===== src/rtl/ghost_scheduler.sv =====
// Per-frame ghost sequencer: time-shares the maze wall lookup across the four ghosts,
// issues step enables, and owns the scatter/chase/frightened mode timers.
module ghost_scheduler #(
    parameter int unsigned SCATTER_LONG  = 420,
    parameter int unsigned SCATTER_SHORT = 300,
    parameter int unsigned CHASE_TICKS   = 1200,
    parameter int unsigned FRIGHT_TICKS  = 360
) (
    input  logic        clk,
    input  logic        reset,
    input  logic        tick,
    input  logic        powerPellet,
    input  logic [3:0]  ghostEnable,
    input  logic [3:0]  wallBits,
    output logic        qReq,
    output logic [1:0]  qSel,
    output logic [15:0] canMoveAll,
    output logic [3:0]  ghostStep,
    output logic [1:0]  mode,
    output logic        modeFlip,
    output logic        busy,
    output logic        overrun
);

    typedef enum logic [1:0] {IDLE, QUERY, CAPTURE, STEP} state_t;

    localparam logic [1:0]  MODE_CHASE  = 2'b01;
    localparam logic [1:0]  MODE_FRIGHT = 2'b10;
    localparam logic [10:0] LEN_SL = SCATTER_LONG[10:0];
    localparam logic [10:0] LEN_SS = SCATTER_SHORT[10:0];
    localparam logic [10:0] LEN_CT = CHASE_TICKS[10:0];
    localparam logic [10:0] LEN_FT = FRIGHT_TICKS[10:0];

    state_t      state;
    logic [1:0]  gIdx;
    logic [3:0]  stepMask;
    logic [2:0]  phase;
    logic [10:0] phaseTimer;
    logic [10:0] frightTimer;
    logic        halfToggle;

    logic        accept;
    logic        frightened;
    logic [10:0] phaseLen;
    logic [2:0]  phaseNext;
    logic [10:0] phaseTimerNext;
    logic [10:0] frightNext;
    logic        toggleNext;
    logic [3:0]  maskNext;
    logic [1:0]  modeNext;
    logic        flipNext;

    assign accept     = tick && (state == IDLE);
    assign frightened = (frightTimer != 11'd0);

    always_comb begin
        phaseLen = LEN_CT;
        case (phase)
            3'd0, 3'd2: phaseLen = LEN_SL;
            3'd4, 3'd6: phaseLen = LEN_SS;
            default:    phaseLen = LEN_CT;
        endcase
    end

    // A pellet counts as (re)entry even alongside a tick: the tick's sequence is a half-step with mask 0.
    always_comb begin
        phaseNext      = phase;
        phaseTimerNext = phaseTimer;
        frightNext     = frightTimer;
        toggleNext     = halfToggle;
        maskNext       = 4'hF;
        if (accept && !frightened) begin
            if (phase == 3'd7) begin
                if (phaseTimer != 11'h7FF)
                    phaseTimerNext = phaseTimer + 11'd1;
            end else if (({1'b0, phaseTimer} + 12'd1) >= {1'b0, phaseLen}) begin
                phaseTimerNext = 11'd0;
                phaseNext      = phase + 3'd1;
            end else begin
                phaseTimerNext = phaseTimer + 11'd1;
            end
        end
        if (powerPellet) begin
            frightNext = LEN_FT;
            toggleNext = 1'b0;
            maskNext   = 4'h0;
        end else if (accept && frightened) begin
            frightNext = (frightTimer != 11'd0) ? frightTimer - 11'd1 : 11'd0;
            toggleNext = ~halfToggle;
            maskNext   = toggleNext ? 4'hF : 4'h0;
        end
        modeNext = (frightNext != 11'd0) ? MODE_FRIGHT : {1'b0, phaseNext[0]};
        flipNext = powerPellet ||
                   ((mode != MODE_FRIGHT) && (modeNext != MODE_FRIGHT) && (modeNext != mode));
    end

    always_ff @(posedge clk) begin
        if (reset) begin
            phase       <= 3'd0;
            phaseTimer  <= 11'd0;
            frightTimer <= 11'd0;
            halfToggle  <= 1'b0;
            stepMask    <= 4'h0;
            mode        <= 2'b00;
            modeFlip    <= 1'b0;
            overrun     <= 1'b0;
        end else begin
            phase       <= phaseNext;
            phaseTimer  <= phaseTimerNext;
            frightTimer <= frightNext;
            halfToggle  <= toggleNext;
            mode        <= modeNext;
            modeFlip    <= flipNext;
            if (accept)
                stepMask <= maskNext;
            if (tick && (state != IDLE))
                overrun <= 1'b1;
        end
    end

    always_ff @(posedge clk) begin
        if (reset) begin
            state      <= IDLE;
            gIdx       <= 2'd0;
            qReq       <= 1'b0;
            qSel       <= 2'd0;
            canMoveAll <= 16'h0000;
            ghostStep  <= 4'h0;
            busy       <= 1'b0;
        end else begin
            case (state)
                IDLE: begin
                    ghostStep <= 4'h0;
                    if (tick) begin
                        state <= QUERY;
                        gIdx  <= 2'd0;
                        qReq  <= 1'b1;
                        qSel  <= 2'd0;
                        busy  <= 1'b1;
                    end
                end
                QUERY: begin
                    qReq  <= 1'b0;
                    state <= CAPTURE;
                end
                CAPTURE: begin
                    canMoveAll[{gIdx, 2'b00} +: 4] <= wallBits;
                    if (gIdx == 2'd3) begin
                        ghostStep <= ghostEnable & stepMask;
                        state     <= STEP;
                    end else begin
                        gIdx  <= gIdx + 2'd1;
                        qSel  <= gIdx + 2'd1;
                        qReq  <= 1'b1;
                        state <= QUERY;
                    end
                end
                STEP: begin
                    ghostStep <= 4'h0;
                    busy      <= 1'b0;
                    state     <= IDLE;
                end
                default: state <= IDLE;
            endcase
        end
    end

endmodule


===== config.mk =====
export PLATFORM = sky130hd
export DESIGN_NAME = ghost_scheduler
export DESIGN_NICKNAME = d
export VERILOG_FILES = /design/src/rtl/ghost_scheduler.sv
export SDC_FILE = /design/constraint.sdc
export NUM_CORES = 1
export LEC_CHECK = 0
export BUFFER_PORTS_ARGS = -buffer_cell sky130_fd_sc_hd__buf_4
export CORE_ASPECT_RATIO = 2
export CORE_UTILIZATION = 60
export DETAILED_ROUTE_END_ITERATION = 16
export GPL_TIMING_DRIVEN = 0
export PLACE_DENSITY = 0.82
export SYNTH_ARGS = -nofsm -noshare
export SYNTH_HDL_FRONTEND = slang
export SYNTH_SLANG_ARGS = --single-unit

===== constraint.sdc =====
create_clock -name clk -period 9.7 [get_ports clk]
set_clock_uncertainty 0.1 [all_clocks]
set_input_delay 1.455 -clock clk [delete_from_list [all_inputs] [get_ports clk]]
set_output_delay 1.455 -clock clk [all_outputs]
set_load 0.01 [all_outputs]

## Yosys cells after proc, flatten, opt, wreduce, memory -nomap -nowiden

Cells that the tools add are included.

| word-level totals | value |
|---|---|
| bits in registers | 60 |
| input port bits | 12 |
| output and inout bits | 28 |
| logic and storage cells | 97 |

| operators by class | value |
|---|---|
| add/subtract/negate cells | 6 |
| order comparisons | 1 |
| equality and inequality tests | 16 |
| shift operators | 2 |
| mux-type cells | 27 |
| bitwise operators | 3 |
| reductions and logical operators | 27 |

Operators with widths:

| kind | count |
|---|---|
| 2-to-1 mux 11 bit | 6 |
| one-hot mux 11 bit (2 select lines) | 1 |
| nonzero test 11 bit | 2 |
| bitwise mux 16 bit | 1 |
| 2-to-1 mux 4 bit | 4 |
| variable shift 4 x 6 -> 16 bit, first input constant | 1 |
| indexed part select 4 x 6 -> 16 bit | 1 |
| adder 11 x 1 -> 12 bit, second input constant | 1 |
| greater-or-equal comparator 12 x 11 -> 1 bit | 1 |
| adder 11 x 1 -> 11 bit, second input constant | 1 |
| != test 11 bit, second input constant | 1 |
| subtractor 11 x 1 -> 11 bit, second input constant | 1 |
| 2-to-1 mux 2 bit | 5 |
| != test 2 bit, second input constant | 5 |
| equality test 3 bit, second input constant | 3 |
| AND reduction 3 bit | 3 |
| one-hot mux 2 bit (4 select lines) | 1 |
| one-hot mux 4 bit (2 select lines) | 1 |
| nonzero test 2 bit | 4 |
| OR reduction 2 bit | 4 |
| equality test 2 bit, second input constant | 3 |
| logical AND 1 bit | 6 |
| negation 4 -> 6 bit | 1 |
| AND reduction 2 bit | 3 |
| other kinds (17) | 22 |

## Logic depth before layout (Yosys ltp)

| depth | value |
|---|---|
| word-level depth | 12 |
| gate-level depth with buffers | 16 |
| depth with buffers taken out | 14 |

## Worst setup path after synthesis

OpenSTA, ideal clock, no wires.

| timing path | value |
|---|---|
| path kind | register -> register |
| start point | register phaseTimer[0] |
| end point | register modeFlip |
| library setup time | 0.128 ns |
| arrival time | 2.968 ns |
| data required time | 9.472 ns |
| slack | 6.504 ns |
| stages on the path, launching flop included | 17 |
| buffers on the path | 2 |
| period minus slack after synthesis | 3.196 ns |
| cell sequence | dfxtp_1 > ha_1 > buf_2 > and4_1 > buf_2 > nand2_1 > nor2_1 > xor2_1 > ha_1 > nor2b_1 > nand4_1 > nand3_1 > o2111ai_1 > o2bb2ai_4 > mux2i_1 > xor2_1 > o22ai_2 |

| between the ends | value |
|---|---|
| word-level cells in the longest chain between the ends | 10 |
| elaborated cells between the ends (all ways) | 11 |
| those cells by class | add/sub (1); order compare (1); eq/ne (2); mux (4); reduce/logical (3) |

RTL lines:

| what | RTL line | text |
|---|---|---|
| start, declared | 38 | `logic [10:0] phaseTimer;` |
| start signal, assigned | 109 | `phaseTimer <= phaseTimerNext;` |
| adder 11 x 1 -> 12 bit * | 76 | `end else if (({1'b0, phaseTimer} + 12'd1) >= {1'b0, phaseLen}) begin` |
| greater-or-equal comparator 12 x 11 -> 1 bit * | 76 |  |
| 2-to-1 mux 1 bit * | 76 |  |
| 2-to-1 mux 1 bit * | 73 | `if (phase == 3'd7) begin` |
| 2-to-1 mux 1 bit * | 72 | `if (accept && !frightened) begin` |
| 2-to-1 mux 2 bit * | 92 | `modeNext = (frightNext != 11'd0) ? MODE_FRIGHT : {1'b0, phaseNext[0]};` |
| != test 2 bit | 94 | `((mode != MODE_FRIGHT) && (modeNext != MODE_FRIGHT) && (modeNext != mode));` |
| logical AND 1 bit | 94 |  |
| logical AND 1 bit * | 94 |  |
| logical OR 1 bit * | 93 | `flipNext = powerPellet \|\|` |
| end signal, assigned | 113 | `modeFlip <= flipNext;` |
| end, declared | 20 | `output logic modeFlip,` |

Mark *: on every way between the ends. The rest lies on a longest branch, timed or not.
A chain may end at the register's enable or synchronous reset.

## Worst setup path in the final report

| timing path | value |
|---|---|
| start point | register phase[0] |
| end point | register phaseTimer[4] |

| between the ends | value |
|---|---|
| word-level cells in the longest chain between the ends | 6 |
| elaborated cells between the ends (all ways) | 13 |
| those cells by class | order compare (1); eq/ne (5); mux (3); reduce/logical (4) |

RTL lines:

| what | RTL line | text |
|---|---|---|
| start, declared | 37 | `logic [2:0] phase;` |
| start signal, assigned | 108 | `phase <= phaseNext;` |
| equality test 3 bit (tied with other cells) | 58 | `case (phase)` |
| OR reduction 2 bit | 58 |  |
| one-hot mux 11 bit (2 select lines) | 58 |  |
| greater-or-equal comparator 12 x 11 -> 1 bit | 76 |  |
| 2-to-1 mux 11 bit | 76 |  |
| 2-to-1 mux 11 bit | 73 |  |

Parallel ways exist; a longest one is shown, timed or not.

==> key figures <==
Outcome
  – Status: finished clean

Final layout
  – Layout cell share with drive strength beyond 1: between 15 and 20%
  – Register area: 1141 um^2
  – Area of the multi-input gates: between 1500 and 2000 um^2
  – Fillers: 437
  – Area grow syn2layout: 17.57%
  – Ant diodes: 0
  – Nets: 459

Critical path
  – Startpoint Class: flop
  – Worst Path Buf+Inv: 2
  – Cells along the critical path: inv_1 > ha_1 > nor2_1 > inv_1 > and2_1 > ha_1 > a21boi_0 > a22oi_1 > a311oi_1 > a211o_1 > a31oi_1 > nor2_1 > o21ai_0 > a32o_1
  – Crit Path Max Fanout: 6
  – Worst path max stage delay: roughly 0.4 ns
  – Worst path top cell family by delay: compound AO/OA/AOI/OAI gates
  – Reg-to-reg slack, setup: about 6 ns
  – Worst setup path class: reg -> reg
  – Data arrival, critical path: 3.85 ns
  – Startpoint of the worst-slack reg-to-reg timing path: phase[0]
  – CP required: slightly below 10 ns
  – Slowest CP cell: nor2_1
  – R2R Path End: phaseTimer[4]
  – Worst-case reg-to-reg path depth: 14
  – CP Capture Type: flop

Routing
  – WL final: just under 8 mm
  – DR DRC count: 0
  – First DRT Iteration DRCs: roughly 110
  – 1st-pass router iterations: 5
  – Average wire per standard cell: about 16 um
  – Via density: 6.106
  – Total number of vias: around 3000
  – Antenna-violating nets left: 0

Min path
  – Worst Hold Class: reg -> reg
  – Min-delay src: ghostStep[2]
  – Hold path endpoint: ghostStep[2]
  – Cell count of the worst hold path: 2

STA
  – Minimum clock period: between 3 and 4 ns
  – Setup Total Neg Slack: 0 ns
  – Worst Max-Slew Pin Slew: approximately 0.76 ns
  – Final Hold Viols: 0
  – Max Fclk: approximately 0.27 GHz
  – Slew margin rel.: around half
  – Setup WS post-layout: ~6 ns
  – Slew Limit Fails: 0
  – Final worst path period share: 38.34%
  – Final setup fails: 0
  – RSZ-0062 raised after global routing: no

GRT
  – Grt total ovfl: 0
  – Total track usage: between 30 and 40%
  – Largest net degree at the start of global routing: 11
  – Vias in the first global route: 2915
  – First-pass GRT wire length: between 10 and 15 mm
  – Initial antenna violation count: 0

Synthesis
  – Seq/Total Area, Yosys: approximately 36%
  – Asr flop ratio synth: 0%
  – Mapped Cells: between 300 and 400
  – Synth Flop Type: dfxtp_1
  – Syn Area/Cell: around 8.4 um^2
  – EDFF count, synth: 0
  – Count of different cell masters after synthesis: 58
  – Syn_nets: roughly 410
  – Synth warnings: 0
  – Synth Cell Area: between 3000 and 4000 um^2
  – Synthesized flop and latch total: 57

Power
  – Leak pwr: approximately 1.5 nW
  – Pint: between 0.4 and 0.5 mW
  – Power Density: 150.7 nW/um^2
  – Clock Power Share: between 30% and 40%
  – Sequential share of power: 45.0%
  – Switching portion of total power: between 20 and 30%
  – Gate power share: around 18%
  – Peak supply drop: around 150 uV
  – Sw Pwr: 0.1591 mW

Clocking
  – Clk Latency, worst-skew pair: approximately 0.34 ns
  – H-tree depth: 3
  – Num CTS Buffers: 9
  – Clock Tree Buf Depth: 2
  – CTS sink cnt: 57
  – CTS Root Cell: clkbuf_8
  – Post-cts sizing count: 0
  – CTS tree: built
  – Post-CTS Hold Buffers: 0
  – Worst-path clk slew: about 0.06 ns
  – # Post-CTS Setup Buffers: 0

Die
  – Die area: 5607 um^2
  – Die Ht: around 100 um
  – Initial Util: 61.82%
  – I/O Pins: 40
  – Die X: between 50 and 60 um
  – Core ar.: between 5000 and 6000 um^2
  – Rows: 37

Place
  – Setup WS pre-CTS: roughly 6 ns
  – Routability Congestion: approximately 0.93
  – IO Port Bufs: 39
  – Dpl hpwl: 6.033 mm

Flow run
  – Max Cap Viol: 0
[worst reg2reg max path, delay by kind of cell, from the launching register on]
family | cells | cell delay, ns
compound gates | 7 | 1.30
buf+inv | 2 | 0.32
fa+ha+maj | 2 | 0.56
flops | 1 | 0.39
simple gates | 3 | 0.94
[worst max-delay path by stage]
stage / from / to / slack (ns) / depth (start not counted)
2_1_floorplan: phaseTimer[0] / modeFlip / 6.50 / 16
3_3_place_gp: phase[0] / phaseTimer[6] / 6.06 / 14
3_5_place_dp: phase[0] / phaseTimer[4] / 5.98 / 14
4_1_cts: phase[0] / phaseTimer[4] / 5.97 / 14
5_1_grt: phase[0] / phaseTimer[4] / 5.52 / 14
6_report: phase[0] / phaseTimer[4] / 5.98 / 14
[layer usage]
metal  track usage (%)  routed length, um
met1             28.89               2719
met2             57.59               4391
met3             4.512                266
met4             20.30                348
met5                 0                  0
[cell usage in the layout, fill, tap and decap left out, types with 9 or more instances in the layout]
master    count
a21oi_1      15
a22oi_1      21
buf_4        39
clkbuf_8     13
dfxtp_1      57
ha_1         21
inv_1        18
nand2_1      29
nand3_1      11
nor2_1       59
nor3_1        9
o21ai_0      13
xnor2_1      11
[kinds of logic after synthesis]
family / share of synthesized area (%)
AOI/OAI and AO/OA: 20.09
xor gates and xnor gates: 5.396
adders and majority gates: 8.271
buffers and inverters: 4.293
DFF: 35.92
muxes: 2.245
and+or+nand+nor: 23.79
[per-stage QoR]
stage / cells / total power [mW] / cell area, um^2 / hold WS (ns) / utilization (%)
after floorplan: 376 / 0.3268 / 3177 / 0.3360 / -
after global placement: 473 / 0.3542 / 3542 / 0.3453 / 68.93
after detailed placement: 473 / 0.3567 / 3542 / 0.3474 / 68.93
after CTS: 489 / 0.5664 / 3735 / 0.3549 / 72.68
after global routing: 489 / 0.5907 / 3735 / 0.3841 / 72.68
final: 489 / 0.5628 / 3735 / 0.3540 / 72.68
[cells in the mapped netlist, types with 4 or more instances]
cell	count	area share, %
inv_1	18	2.1
o21ai_0	13	2.0
nand2_1	29	3.4
xor2_1	6	1.7
nor3_1	9	1.4
a32o_1	6	1.9
nand4_1	8	1.6
dfxtp_1	57	36
and3_1	5	0.98
ha_1	21	8.3
a211oi_1	4	0.95
buf_2	7	1.1
clkbuf_1	7	0.83
o31ai_1	4	0.95
a31oi_1	5	0.98
a21oi_1	15	2.4
a22oi_1	21	5.0
and2_1	4	0.79
nor4_1	5	0.98
or2_2	4	0.79
nor2_1	59	7.0
nand3_1	11	1.7
xnor2_1	11	3.0
mux2i_1	6	1.9
[registers in the layout, indices dropped and copies added (netlist names)]
register	cells
frightTimer	11
modeFlip	1
mode	2
state	2
busy	1
phase	3
ghostStep	4
gIdx	2
canMoveAll	16
phaseTimer	11
qReq	1
stepMask	1
halfToggle	1
overrun	1
[final cells by class]
class	count	share of cell area (%)
multi-input combinational	285	50.85
sequential	57	30.55
timing repair buffer	39	7.839
clock buffer	14	4.891
tap	58	1.943
inverter	19	1.910
buffer	15	1.742
clock inverter	2	0.2680
[power groups by stage]
stage,sequential [mW],clock (mW),combinational [mW]
2_1_floorplan,0.258,0,0.0688
3_3_place_gp,0.258,0,0.0963
3_5_place_dp,0.258,0,0.0986
4_1_cts,0.253,0.214,0.0993
5_1_grt,0.254,0.225,0.112
6_report,0.253,0.210,0.0994
Power figures use the tool's default switching activity.
